[config.mk]
export PLATFORM = sky130hd
export DESIGN_NAME = uart_param_of_verifla
export DESIGN_NICKNAME = d
export VERILOG_FILES = /design/src/rtl/uart_of_verifla_pkg.sv /design/src/rtl/sync_fifo_of_verifla.sv /design/src/rtl/uart_param_of_verifla.sv
export SDC_FILE = /design/constraint.sdc
export NUM_CORES = 1
export LEC_CHECK = 0
export CORE_MARGIN = 2
export CORE_UTILIZATION = 35
export CTS_CLUSTER_SIZE = 40
export DETAILED_ROUTE_END_ITERATION = 8
export SLEW_MARGIN = 20
export SYNTH_ARGS = -nofsm -noshare
export SYNTH_HDL_FRONTEND = slang
export SYNTH_SLANG_ARGS = --single-unit
[constraint.sdc]
create_clock -name sys_clk -period 2.92 [get_ports sys_clk]
set_input_delay 0.584 -clock sys_clk [delete_from_list [all_inputs] [get_ports sys_clk]]
set_output_delay 0.584 -clock sys_clk [all_outputs]
set_load 0.005 [all_outputs]
[src/rtl/uart_of_verifla_pkg.sv]
// Shared encodings for the VeriFLA UART: parity modes, FSM states, oversampling constants.
// No logic here beyond a parity helper used by both the TX and RX engines.
package uart_of_verifla_pkg;

    localparam int PAR_NONE = 0;
    localparam int PAR_ODD  = 1;
    localparam int PAR_EVEN = 2;

    localparam int OVERSAMPLE = 16;
    localparam int MID_SAMPLE = 8;

    typedef enum logic [2:0] {
        TX_IDLE,
        TX_START,
        TX_DATA,
        TX_PARITY,
        TX_STOP
    } tx_state_t;

    typedef enum logic [2:0] {
        RX_IDLE,
        RX_START,
        RX_DATA,
        RX_PARITY,
        RX_STOP
    } rx_state_t;

    // Parity bit that makes the total ones count odd or even; zero padding of d is harmless.
    function automatic logic par_bit(input logic [7:0] d, input int mode);
        return (mode == PAR_ODD) ? ~(^d) : (^d);
    endfunction

endpackage

[src/rtl/sync_fifo_of_verifla.sv]
// Show-ahead synchronous FIFO; pop_dat shows the head combinationally, zero when empty.
// Push on full is dropped unless a pop happens in the same cycle; pop on empty is ignored.
module sync_fifo_of_verifla #(
    parameter int WIDTH = 8,
    parameter int DEPTH = 4
) (
    input  logic             clk,
    input  logic             rst_n,
    input  logic             push,
    input  logic [WIDTH-1:0] push_dat,
    input  logic             pop,
    output logic [WIDTH-1:0] pop_dat,
    output logic             full,
    output logic             empty
);

    localparam int AW = $clog2(DEPTH);

    logic [WIDTH-1:0] mem [DEPTH];
    logic [AW:0]      wr_ptr;
    logic [AW:0]      rd_ptr;
    logic             do_push;
    logic             do_pop;

    // Extra pointer MSB distinguishes full from empty when the index bits match.
    assign empty   = (wr_ptr == rd_ptr);
    assign full    = (wr_ptr[AW] != rd_ptr[AW]) && (wr_ptr[AW-1:0] == rd_ptr[AW-1:0]);
    assign do_pop  = pop && !empty;
    assign do_push = push && (!full || do_pop);
    assign pop_dat = empty ? '0 : mem[rd_ptr[AW-1:0]];

    always_ff @(posedge clk) begin
        if (do_push) begin
            mem[wr_ptr[AW-1:0]] <= push_dat;
        end
    end

    always_ff @(posedge clk or negedge rst_n) begin
        if (!rst_n) begin
            wr_ptr <= '0;
            rd_ptr <= '0;
        end else begin
            if (do_push) wr_ptr <= wr_ptr + 1'b1;
            if (do_pop)  rd_ptr <= rd_ptr + 1'b1;
        end
    end

endmodule

[src/rtl/uart_param_of_verifla.sv]
// Full-duplex parametrised UART: tick generator, TX engine, 16x-oversampled RX into a small FIFO.
// TX starts one cycle after wen_i is accepted; RX word visible one cycle after final stop sample; RX drops words on full FIFO (sticky overrun).
module uart_param_of_verifla #(
    parameter int CLK_DIV   = 27,
    parameter int DATA_BITS = 8,
    parameter int PARITY    = 0,
    parameter int STOP_BITS = 1,
    parameter int RX_DEPTH  = 4
) (
    input  logic                 sys_clk,
    input  logic                 sys_rst_l,
    output logic                 baud_clk_posedge,
    output logic                 txd_o,
    input  logic                 wen_i,
    input  logic [DATA_BITS-1:0] data_i,
    output logic                 tre_o,
    input  logic                 rxd_i,
    output logic [DATA_BITS-1:0] data_o,
    output logic                 rdy_o,
    input  logic                 rd_i,
    output logic                 parity_err_o,
    output logic                 frame_err_o,
    output logic                 overrun_o
);
    import uart_of_verifla_pkg::*;

    localparam int             TW        = $clog2(CLK_DIV);
    localparam logic [TW-1:0]  DIV_LAST  = TW'(CLK_DIV - 1);
    localparam logic [3:0]     OS_LAST   = 4'(OVERSAMPLE - 1);
    localparam logic [3:0]     MID_LAST  = 4'(MID_SAMPLE - 1);
    localparam logic [2:0]     DATA_LAST = 3'(DATA_BITS - 1);
    localparam logic [2:0]     STOP_LAST = 3'(STOP_BITS - 1);
    localparam int             FW        = DATA_BITS + 2;

    logic [TW-1:0] div_cnt;
    logic          tick;

    assign tick             = (div_cnt == DIV_LAST);
    assign baud_clk_posedge = tick;

    always_ff @(posedge sys_clk or negedge sys_rst_l) begin
        if (!sys_rst_l)  div_cnt <= '0;
        else if (tick)   div_cnt <= '0;
        else             div_cnt <= div_cnt + 1'b1;
    end

    tx_state_t             tx_state, tx_state_nxt;
    logic [3:0]            tx_cnt, tx_cnt_nxt;
    logic [2:0]            tx_bit, tx_bit_nxt;
    logic [DATA_BITS-1:0]  tx_data, tx_data_nxt;
    logic                  txd, txd_nxt;
    logic                  tx_par;

    assign tx_par = par_bit(8'(tx_data), PARITY);
    assign tre_o  = (tx_state == TX_IDLE);
    assign txd_o  = txd;

    always_comb begin
        tx_state_nxt = tx_state;
        tx_cnt_nxt   = tx_cnt;
        tx_bit_nxt   = tx_bit;
        tx_data_nxt  = tx_data;
        txd_nxt      = 1'b1;
        case (tx_state)
            TX_IDLE: begin
                if (wen_i) begin
                    tx_state_nxt = TX_START;
                    tx_cnt_nxt   = '0;
                    tx_bit_nxt   = '0;
                    tx_data_nxt  = data_i;
                end
            end
            TX_START, TX_DATA, TX_PARITY, TX_STOP: begin
                if (tick) begin
                    if (tx_cnt != OS_LAST) begin
                        tx_cnt_nxt = tx_cnt + 4'd1;
                    end else begin
                        tx_cnt_nxt = '0;
                        if (tx_state == TX_START) begin
                            tx_state_nxt = TX_DATA;
                            tx_bit_nxt   = '0;
                        end else if (tx_state == TX_DATA) begin
                            if (tx_bit == DATA_LAST) begin
                                tx_bit_nxt   = '0;
                                tx_state_nxt = (PARITY != PAR_NONE) ? TX_PARITY : TX_STOP;
                            end else begin
                                tx_bit_nxt = tx_bit + 3'd1;
                            end
                        end else if (tx_state == TX_PARITY) begin
                            tx_state_nxt = TX_STOP;
                            tx_bit_nxt   = '0;
                        end else if (tx_bit == STOP_LAST) begin
                            tx_state_nxt = TX_IDLE;
                        end else begin
                            tx_bit_nxt = tx_bit + 3'd1;
                        end
                    end
                end
            end
            default: tx_state_nxt = TX_IDLE;
        endcase
        // Line level is registered from the next state so the pin never glitches.
        case (tx_state_nxt)
            TX_START:  txd_nxt = 1'b0;
            TX_DATA:   txd_nxt = tx_data_nxt[tx_bit_nxt];
            TX_PARITY: txd_nxt = tx_par;
            default:   txd_nxt = 1'b1;
        endcase
    end

    always_ff @(posedge sys_clk or negedge sys_rst_l) begin
        if (!sys_rst_l) begin
            tx_state <= TX_IDLE;
            tx_cnt   <= '0;
            tx_bit   <= '0;
            tx_data  <= '0;
            txd      <= 1'b1;
        end else begin
            tx_state <= tx_state_nxt;
            tx_cnt   <= tx_cnt_nxt;
            tx_bit   <= tx_bit_nxt;
            tx_data  <= tx_data_nxt;
            txd      <= txd_nxt;
        end
    end

    logic [1:0]            rx_sync;
    logic                  rx_in;
    rx_state_t             rx_state, rx_state_nxt;
    logic [3:0]            rx_cnt, rx_cnt_nxt;
    logic [2:0]            rx_bit, rx_bit_nxt;
    logic [DATA_BITS-1:0]  rx_shift, rx_shift_nxt;
    logic                  rx_par, rx_par_nxt;
    logic                  rx_ferr, rx_ferr_nxt;
    logic                  rx_perr;
    logic                  push, push_nxt;
    logic [FW-1:0]         push_word, push_word_nxt;

    assign rx_in   = rx_sync[1];
    assign rx_perr = (PARITY != PAR_NONE) && (rx_par != par_bit(8'(rx_shift), PARITY));

    always_comb begin
        rx_state_nxt  = rx_state;
        rx_cnt_nxt    = rx_cnt;
        rx_bit_nxt    = rx_bit;
        rx_shift_nxt  = rx_shift;
        rx_par_nxt    = rx_par;
        rx_ferr_nxt   = rx_ferr;
        push_nxt      = 1'b0;
        push_word_nxt = push_word;
        case (rx_state)
            RX_IDLE: begin
                if (!rx_in) begin
                    rx_state_nxt = RX_START;
                    rx_cnt_nxt   = '0;
                    rx_ferr_nxt  = 1'b0;
                end
            end
            RX_START: begin
                if (tick) begin
                    if (rx_cnt == MID_LAST) begin
                        rx_cnt_nxt   = '0;
                        rx_bit_nxt   = '0;
                        rx_state_nxt = rx_in ? RX_IDLE : RX_DATA;
                    end else begin
                        rx_cnt_nxt = rx_cnt + 4'd1;
                    end
                end
            end
            RX_DATA, RX_PARITY, RX_STOP: begin
                if (tick) begin
                    if (rx_cnt != OS_LAST) begin
                        rx_cnt_nxt = rx_cnt + 4'd1;
                    end else begin
                        rx_cnt_nxt = '0;
                        if (rx_state == RX_DATA) begin
                            rx_shift_nxt = {rx_in, rx_shift[DATA_BITS-1:1]};
                            if (rx_bit == DATA_LAST) begin
                                rx_bit_nxt   = '0;
                                rx_state_nxt = (PARITY != PAR_NONE) ? RX_PARITY : RX_STOP;
                            end else begin
                                rx_bit_nxt = rx_bit + 3'd1;
                            end
                        end else if (rx_state == RX_PARITY) begin
                            rx_par_nxt   = rx_in;
                            rx_bit_nxt   = '0;
                            rx_state_nxt = RX_STOP;
                        end else begin
                            rx_ferr_nxt = rx_ferr | ~rx_in;
                            // Leave mid-stop so a back-to-back start edge is not missed.
                            if (rx_bit == STOP_LAST) begin
                                rx_state_nxt  = RX_IDLE;
                                push_nxt      = 1'b1;
                                push_word_nxt = {rx_ferr | ~rx_in, rx_perr, rx_shift};
                            end else begin
                                rx_bit_nxt = rx_bit + 3'd1;
                            end
                        end
                    end
                end
            end
            default: rx_state_nxt = RX_IDLE;
        endcase
    end

    always_ff @(posedge sys_clk or negedge sys_rst_l) begin
        if (!sys_rst_l) begin
            rx_sync   <= 2'b11;
            rx_state  <= RX_IDLE;
            rx_cnt    <= '0;
            rx_bit    <= '0;
            rx_shift  <= '0;
            rx_par    <= 1'b0;
            rx_ferr   <= 1'b0;
            push      <= 1'b0;
            push_word <= '0;
        end else begin
            rx_sync   <= {rx_sync[0], rxd_i};
            rx_state  <= rx_state_nxt;
            rx_cnt    <= rx_cnt_nxt;
            rx_bit    <= rx_bit_nxt;
            rx_shift  <= rx_shift_nxt;
            rx_par    <= rx_par_nxt;
            rx_ferr   <= rx_ferr_nxt;
            push      <= push_nxt;
            push_word <= push_word_nxt;
        end
    end

    logic          fifo_full;
    logic          fifo_empty;
    logic [FW-1:0] head;

    sync_fifo_of_verifla #(
        .WIDTH (FW),
        .DEPTH (RX_DEPTH)
    ) u_rx_fifo (
        .clk      (sys_clk),
        .rst_n    (sys_rst_l),
        .push     (push),
        .push_dat (push_word),
        .pop      (rd_i),
        .pop_dat  (head),
        .full     (fifo_full),
        .empty    (fifo_empty)
    );

    assign {frame_err_o, parity_err_o, data_o} = head;
    assign rdy_o = !fifo_empty;

    always_ff @(posedge sys_clk or negedge sys_rst_l) begin
        if (!sys_rst_l)                 overrun_o <= 1'b0;
        else if (rd_i && !fifo_empty)   overrun_o <= 1'b0;
        else if (push && fifo_full)     overrun_o <= 1'b1;
    end

endmodule

* Word-level counts from Yosys, hierarchy flattened
Memory sizes are Yosys's and may differ from the RTL's. Cells that the tools add are included.
Storage, ports and cells: memories 1, logic and storage cells 160, bits in writable memories 36, output and inout bits 15, input port bits 13, register bits after elaboration 62, bits in read-only memories 0, bits in latches 0
Memories:
- u_rx_fifo.mem | words 4, bits a word 9, read ports 1, clocked after Yosys merged registers in 0, wr ports 1, line sync_fifo_of_verifla.sv:19 | logic [WIDTH-1:0] mem [DEPTH];
Operators by class: order comparisons 1, add/sub/neg operators 7, shifts and indexed selects 0, div/mod/pow operators 0, equal/unequal tests 32, muxes and demuxes 71, reduce and logical (&&, ||, !) cells 26, bitwise operators 5, multiply operators 0
Operators with widths (count):
- 2-to-1 mux 3 bit | 33
- 2-to-1 mux 4 bit | 8
- == test 3 x 2 -> 1 bit (second input constant) | 6
- != test 2 bit (second input constant) | 9
- one-hot mux 3 bit (2 select lines) | 3
- AND reduction 6 bit | 3
- 2-to-1 mux 1 bit | 16
- 2-to-1 mux 8 bit | 2
- != test 4 bit (second input constant) | 4
- adder 3 x 1 -> 3 bit (second input constant) | 4
- == test 3 bit (second input constant) | 4
- zero test 3 bit | 4
- one-hot mux 4 bit (3 select lines) | 1
- 2-to-1 mux 10 bit | 1
- == test 3 x 1 -> 1 bit (second input constant) | 3
- one-hot mux 3 bit (3 select lines) | 1
- adder 4 x 1 -> 4 bit (second input constant) | 2
- one-hot mux 4 bit (2 select lines) | 1
- AND reduction 4 bit | 2
- nonzero test 2 bit | 4
- XOR reduction 8 bit | 1
- AND reduction 7 bit | 1
- adder 5 x 1 -> 5 bit (second input constant) | 1
- == test 5 bit (second input constant) | 1
- 20 further kinds | 27

* Longest topological paths before layout
Gate-level depths: netlist (run 1).
word-level depth 11, mapped depth 11, mapped depth without buffers 11

* Modules after synthesis
From an unflattened synthesis (run 1), not the netlist that was laid out.
Unflattened totals: cells, all modules 416, area total of the unflattened synthesis 4949.7 sq um
Modules (own cells, without submodules):
- uart_param_of_verifla | cells each 318, seq. area each 1405.1 sq um, times used 1, area each 3030.4 sq um
- sync_fifo_of_verifla | cells each 98, seq. area each 1351.3 sq um, times used 1, area each 1919.3 sq um

* Worst setup path before layout (run 1)
No wires, ideal clock.
path kind register to output, from reg u_rx_fifo.rd_ptr[0], to out data_o[0], setup slack 725 ps, arrival 1611 ps, stages on the path, launching flop included 4, path buffers 1, required time 2336 ps, path through dfrtp_1 > buf_1 > mux4_2 > and2_1
Between the ends: word-level cells in the longest chain between the ends 2, elaborated cells between the ends (all ways) 3, classes of those cells 1 x eq/ne; 1 x mux; 1 x memory
RTL lines:
- from (decl) | line sync_fifo_of_verifla.sv:21 | logic [AW:0] rd_ptr;
- from (signal assigned) | line sync_fifo_of_verifla.sv:44 | if (do_pop) rd_ptr <= rd_ptr + 1'b1;
- memory read (4 x 9 bit) / == test 3 bit (equally long branches)
- 2-to-1 mux 10 bit * | line sync_fifo_of_verifla.sv:30 | assign pop_dat = empty ? '0 : mem[rd_ptr[AW-1:0]];
- to (decl) | line uart_param_of_verifla.sv:18 | output logic [DATA_BITS-1:0] data_o,
Every way passes the cells marked *; elsewhere a longest branch is shown, timed or not.

* Final worst setup path (run 1)
from reg div_cnt[0], to out baud_clk_posedge
Between the ends: word-level cells in the longest chain between the ends 1
RTL lines:
- from (decl) | line uart_param_of_verifla.sv:35 | logic [TW-1:0] div_cnt;
- from (signal assigned) | line uart_param_of_verifla.sv:44 | else div_cnt <= div_cnt + 1'b1;
- == test 5 bit | line uart_param_of_verifla.sv:38 | assign tick = (div_cnt == DIV_LAST);
- to (decl) | line uart_param_of_verifla.sv:12 | output logic baud_clk_posedge,
Every way passes these cells.

==> results_dict.tcl, run 1 <==
set metrics [dict create \
    synth.ff_latch_count 98 \
    cts_tree "built" \
    synth_flop_cell "dfrtp_1" \
    post_cts_buffers 0 \
    syn_area_per_cell_um2 12.4 \
    port_buffers 26 \
    die-width_um 118 \
    post-route-min-period_ns 2.70 \
    first_pass_iters 4 \
    initial_core_util 0.361 \
    die-area_um2 14000 \
    cts.sinks 98 \
    seqCellArea_um2 2640 \
    p_leak_nw 2.31 \
    n_fill_cell 1193 \
    yosysWarnings 0 \
    syn_nets 396 \
    slew_headroom 0.550 \
    final_nets 437 \
    cap_violations 0 \
    power_density_nw_per_um2 518 \
    final-hold-violation-count 0 \
    ios 28 \
    setup-tns-final_ns 0 \
    synth_area_um2 4570 \
    syn_inst 368 \
    hpwl_um 5460 \
    crit_path_start_kind "flip-flop" \
    drt-total-wl_um 7560 \
    max_freq_mhz 370 \
    die_h_um 118 \
    via_count 2779 \
    clock-skew-final_ns 0.00828 \
    cp_max_fo 8 \
    clk_root_buffer_cell "clkbuf_16" \
    ant_nets 0 \
    grt_pass1_wl_um 13600 \
    synth_area_leaders "dfrtp_1 (32%), edfxtp_1 (24%), mux2_2 (5.4%), mux4_2 (4.4%), ha_1 (4.1%)" \
    power_mw 2.79 \
    worstHoldPathType "input pin to asynchronous set/reset pin" \
    seq_area_frac_synth 0.577 \
    grt_usage 0.117 \
    numCtsBuffers 9 \
    clk_path_buf_depth 2 \
    post_drt_wl_per_cell_um 12.9 \
    drive_gt1_frac 0.186 \
    peakVddDrop_mv 0.261 \
    drt_iter0_drc 165 \
    area_growth_pct 17.7 \
    synth_area_leader_cell "dfrtp_1" \
    cts_resized 0 \
    setup.worst_path.class "flip-flop to output pin" \
    arrival_ns 2.12 \
    multiInputGateArea_um2 1810 \
    status "finished clean" \
    worst_setup_path_end_kind "output pin" \
    clk_pin_slew_ns 0.07 \
    synth_edf_count 36 \
    n_antenna_cell 0 \
    rows 41 \
    setup-violations-final 0 \
    ys_types 52 \
    place.gp.congestion 0.818 \
    core-area_um2 12700 \
    cts_max_level 3 \
    tightest_slew_ns 0.669 \
    rsz0062_at_grt "false" \
    period_share 0.925 \
    grt_overflow 0 \
    rr_worst_depth 11 \
    first_global_vias 2883 \
    hold_buffers 0 \
    avgViaCountPerCell 4.74 \
    drc 0 \
    async_flop_share 0.633 \
    cp.required_ns 2.34 \
    clk_latency_ns 0.33 \
    antenna_found_initial 0 \
    slew_viol_final 0 \
    grt_max_degree 28 \
    yosysTopAreaCellShare 0.323 \
]
[Yosys cell counts (all sizes together), types with 2 or more instances]
cell / n
xor2: 4
o21a: 3
nor2: 23
a21oi: 6
inv: 20
mux2: 22
dfstp: 3
and2: 11
buf: 5
dfrtp: 59
o211ai: 3
and3: 3
clkbuf: 7
nor2b: 2
mux2i: 4
a21o: 2
a22o: 3
nor3b: 2
o21ai: 18
a31oi: 3
a211oi: 2
edfxtp: 36
nand3b: 2
ha: 15
nor3: 5
xnor2: 15
nand3: 16
o31ai: 4
nand2b: 4
mux4: 9
nand2: 44
[cells in the final DEF, fill, tap and decap left out, types with 6 or more instances in the layout]
cell type,n
a21oi_1,6
and2_1,10
buf_4,16
clkbuf_16,9
clkdlybuf4s50_1,25
dfrtp_1,59
edfxtp_1,36
ha_1,15
inv_1,20
mux2_2,22
mux4_2,9
nand2_1,44
nand3_1,16
nor2_1,23
o21ai_0,16
xnor2_1,15
[power breakdown]
| part | switching, mW | total (mW) | internal, mW |
|---|---|---|---|
| logic | 0.0990 | 0.211 | 0.112 |
| registers | 0.0384 | 1.50 | 1.46 |
| clock network | 0.492 | 1.08 | 0.584 |
[worst max-delay path, cell delays in order (launching register included)]
cell,delay (ns)
dfrtp_1,0.41
inv_1,0.07
ha_1,0.21
nand4b_4,0.16
inv_1,0.23
buf_4,0.21
clkdlybuf4s50_1,0.51
[state kept, by name (all words and copies together), names as in the netlist, 2 cells and up]
register	flops
tx_bit	3
tx_data	8
u_rx_fifo.mem	36
rx_cnt	4
u_rx_fifo.rd_ptr	3
tx_state	3
u_rx_fifo.wr_ptr	3
rx_sync	2
rx_bit	3
rx_state	3
rx_shift	8
div_cnt	5
tx_cnt	4
push_word	9
[cell type report]
class                   instances  share of cell area
clock inverters                 5             0.00721
well taps                     172              0.0400
repair buffers                 42              0.0698
multi-input cells             238               0.336
flip-flops and latches         98               0.490
inverters                      20              0.0140
clock buffers                  11              0.0433
[cells by family after synthesis]
logic type      after synthesis  share of synthesized area
compound gates               51                     0.0802
xor+xnor                     19                     0.0364
fa+ha+maj                    15                     0.0411
buf+inv                      32                     0.0290
flops                        98                      0.577
mux                          35                      0.107
other cells                   1                   0.000821
simple gates                117                      0.128
[metal layers]
metal | GRT usage | up-vias | share of wire
li1 | - | 1386 | -
met1 | 0.149 | 1344 | 0.48
met2 | 0.198 | 45 | 0.49
met3 | 0.0265 | 4 | 0.026
met4 | 0.0324 | 0 | 0.0045
met5 | 0 | - | 0
[final timing paths]
| path | start | end | slack [ns] |
|---|---|---|---|
| min in group sys_clk | rx_sync[0] | rx_sync[1] | 0.36 |
| setup reg to reg | div_cnt[0] | txd_o | 0.49 |
| setup / recovery | div_cnt[0] | baud_clk_posedge | 0.22 |
| hold / removal | sys_rst_l | u_rx_fifo.rd_ptr[2] | 0.25 |
| max in group asynchronous | sys_rst_l | rx_sync[0] | 1.91 |
| hold reg to reg | rx_sync[0] | rx_sync[1] | 0.36 |
[through the flow]
step | area, µm² | hold WS, ns | worst slack, ns | cells | util
after floorplan | 4570 | 0.288 | 0.725 | 368 | -
after global placement | 5110 | 0.357 | 0.287 | 570 | 0.403
after detailed placement | 5110 | 0.352 | 0.227 | 570 | 0.403
after CTS | 5380 | 0.269 | 0.204 | 586 | 0.425
after global routing | 5380 | 0.302 | 0.0745 | 586 | 0.425
final | 5380 | 0.255 | 0.219 | 586 | 0.425
No activity file was read; power rests on OpenSTA's default activity.
==> run 2: changes to the inputs <==
- CORE_UTILIZATION: 35 -> 40
- PLACE_DENSITY: unset -> 0.63
==> run 2 against run 1 <==
Clock power hardly changed. Clock-buffer cell count did not move. Worst hold slack worse by 0.17 ns. Critical endpoint unchanged. Largest power group unchanged.
==> results_dict.tcl, run 2 (synthesized netlist as in run 1, its figures left out) <==
set metrics [dict create \
    status "finished clean" \
    max_stage_delay_ns 0.51 \
    clk_path_buf_depth 2 \
    die-width_um 111 \
    n_antenna_cell 0 \
    cts.sinks 98 \
    setup-violations-final 0 \
    first_pass_iters 4 \
    grt_usage 0.135 \
    final-hold-violation-count 0 \
    p_comb_frac 0.074 \
    port_buffers 26 \
    worst_setup_path_end_kind "output pin" \
    power_mw 2.81 \
    cap_violations 0 \
    post_drt_wl_per_cell_um 14.0 \
    rr_worst_depth 11 \
    hpwl_um 5530 \
    first_global_vias 2804 \
    n_fill_cell 1004 \
    final_cell_mix "dfrtp_1 (58), nand2_1 (44), edfxtp_1 (36)" \
    seqPwrFrac 0.533 \
    crit_path_start_kind "flip-flop" \
    p_int_mw 2.18 \
    via_count 2796 \
    post_cts_buffers 0 \
    switching_power_mw 0.636 \
    fin_cells 554 \
    ios 28 \
    power_frac_clock 0.393 \
    cp.required_ns 2.34 \
    crit_path_frequent_cell "inv_1" \
    cp-startpoint "div_cnt[0]" \
    grt_max_degree 34 \
    slew_headroom 0.605 \
    final_area_um2 5350 \
    slew_viol_final 0 \
    peakVddDrop_mv 0.317 \
    placed_area_um2 5060 \
    tightest_slew_ns 0.589 \
    area_growth_pct 17.1 \
    period_share 0.934 \
    cts_max_level 3 \
    die-area_um2 12300 \
    worstPathCellList "inv_1, ha_1, nand4b_4, inv_1, buf_4, clkdlybuf4s50_1" \
    initial_core_util 0.405 \
    path_delay_family "buffers and inverters" \
    whs_ns 0.0824 \
    max_freq_mhz 367 \
    largest_register_ffs 36 \
    setup.worst_path.class "flip-flop to output pin" \
    grt_overflow 0 \
    place.gp.congestion 0.808 \
    r2r-start "div_cnt[0]" \
    drt-total-wl_um 7750 \
    clk_latency_ns 0.34 \
    power_density_nw_per_um2 526 \
    drc 0 \
    arrival_ns 2.14 \
    crit_path_top_delay_cell "clkdlybuf4s50_1" \
    clk_root_buffer_cell "clkbuf_16" \
    pre_cts_slack_ns 0.257 \
    final_common_cell "dfrtp_1" \
    ant_nets 0 \
    rsz0062_at_grt "false" \
    worstSetupPathDepth 6 \
    antenna_found_initial 0 \
    cts_tree "built" \
    post-route-min-period_ns 2.73 \
    switching_share 0.226 \
    hold_buffers 0 \
    setup_ws_ns 0.192 \
    rows 39 \
    dp.cells 538 \
    clock-skew-final_ns 0.00587 \
    drt_iter0_drc 90 \
    worstHoldPathType "input pin to asynchronous set/reset pin" \
    grt_pass1_wl_um 13200 \
    final_nets 434 \
    numCtsBuffers 9 \
    cp_max_fo 8 \
    drive_gt1_frac 0.187 \
    final_util 0.475 \
    core-area_um2 11300 \
    path_buf_inv 4 \
    setup-tns-final_ns 0 \
    clk_pin_slew_ns 0.07 \
    p_leak_nw 2.31 \
    avgViaCountPerCell 5.05 \
    r2r_slack_ns 0.49 \
    die_h_um 111 \
]
run 2: routing by layer:
metal,share of wire,routed length [µm],global-route usage,vias to the layer above
met5,0,0,0,-
met4,0.0089,69,0.0350,0
met3,0.038,292,0.0416,9
met2,0.50,3890,0.234,48
met1,0.45,3500,0.165,1357
li1,-,-,-,1382
run 2: path summary, 6_finish.rpt:
kind,end
max,baud_clk_posedge
min,u_rx_fifo.wr_ptr[2]
max reg2reg,txd_o
min reg2reg,rx_sync[1]
max in group asynchronous,txd_o
min in group sys_clk,rx_sync[1]
run 2: final cells by class:
cell class                      instances  area [µm²]  share of cell area
Sequential cell                        98        2640               0.493
Multi-Input combinational cell        238        1810               0.339
Timing Repair Buffer                   39         365              0.0683
Clock buffer                           11         243              0.0454
Tap cell                              143         179              0.0335
Inverter                               20        75.1              0.0140
Clock inverter                          5        37.5             0.00702
run 2: repair_timing:
| item | 4_1_cts | 5_1_grt |
|---|---|---|
| setup endpoints to repair | 0 | 9 |
| resized for setup | 0 | 2 |
| endpoints found under the hold margin | 0 | 0 |
run 2: power groups by stage:
stage / clock network [mW] / logic [mW] / registers (mW)
CTS: 1.14 / 0.213 / 1.50
detailed placement: 0 / 0.212 / 1.53
global placement: 0 / 0.211 / 1.53
global route: 1.19 / 0.238 / 1.51
finish: 1.10 / 0.209 / 1.50
floorplan: 0 / 0.154 / 1.52
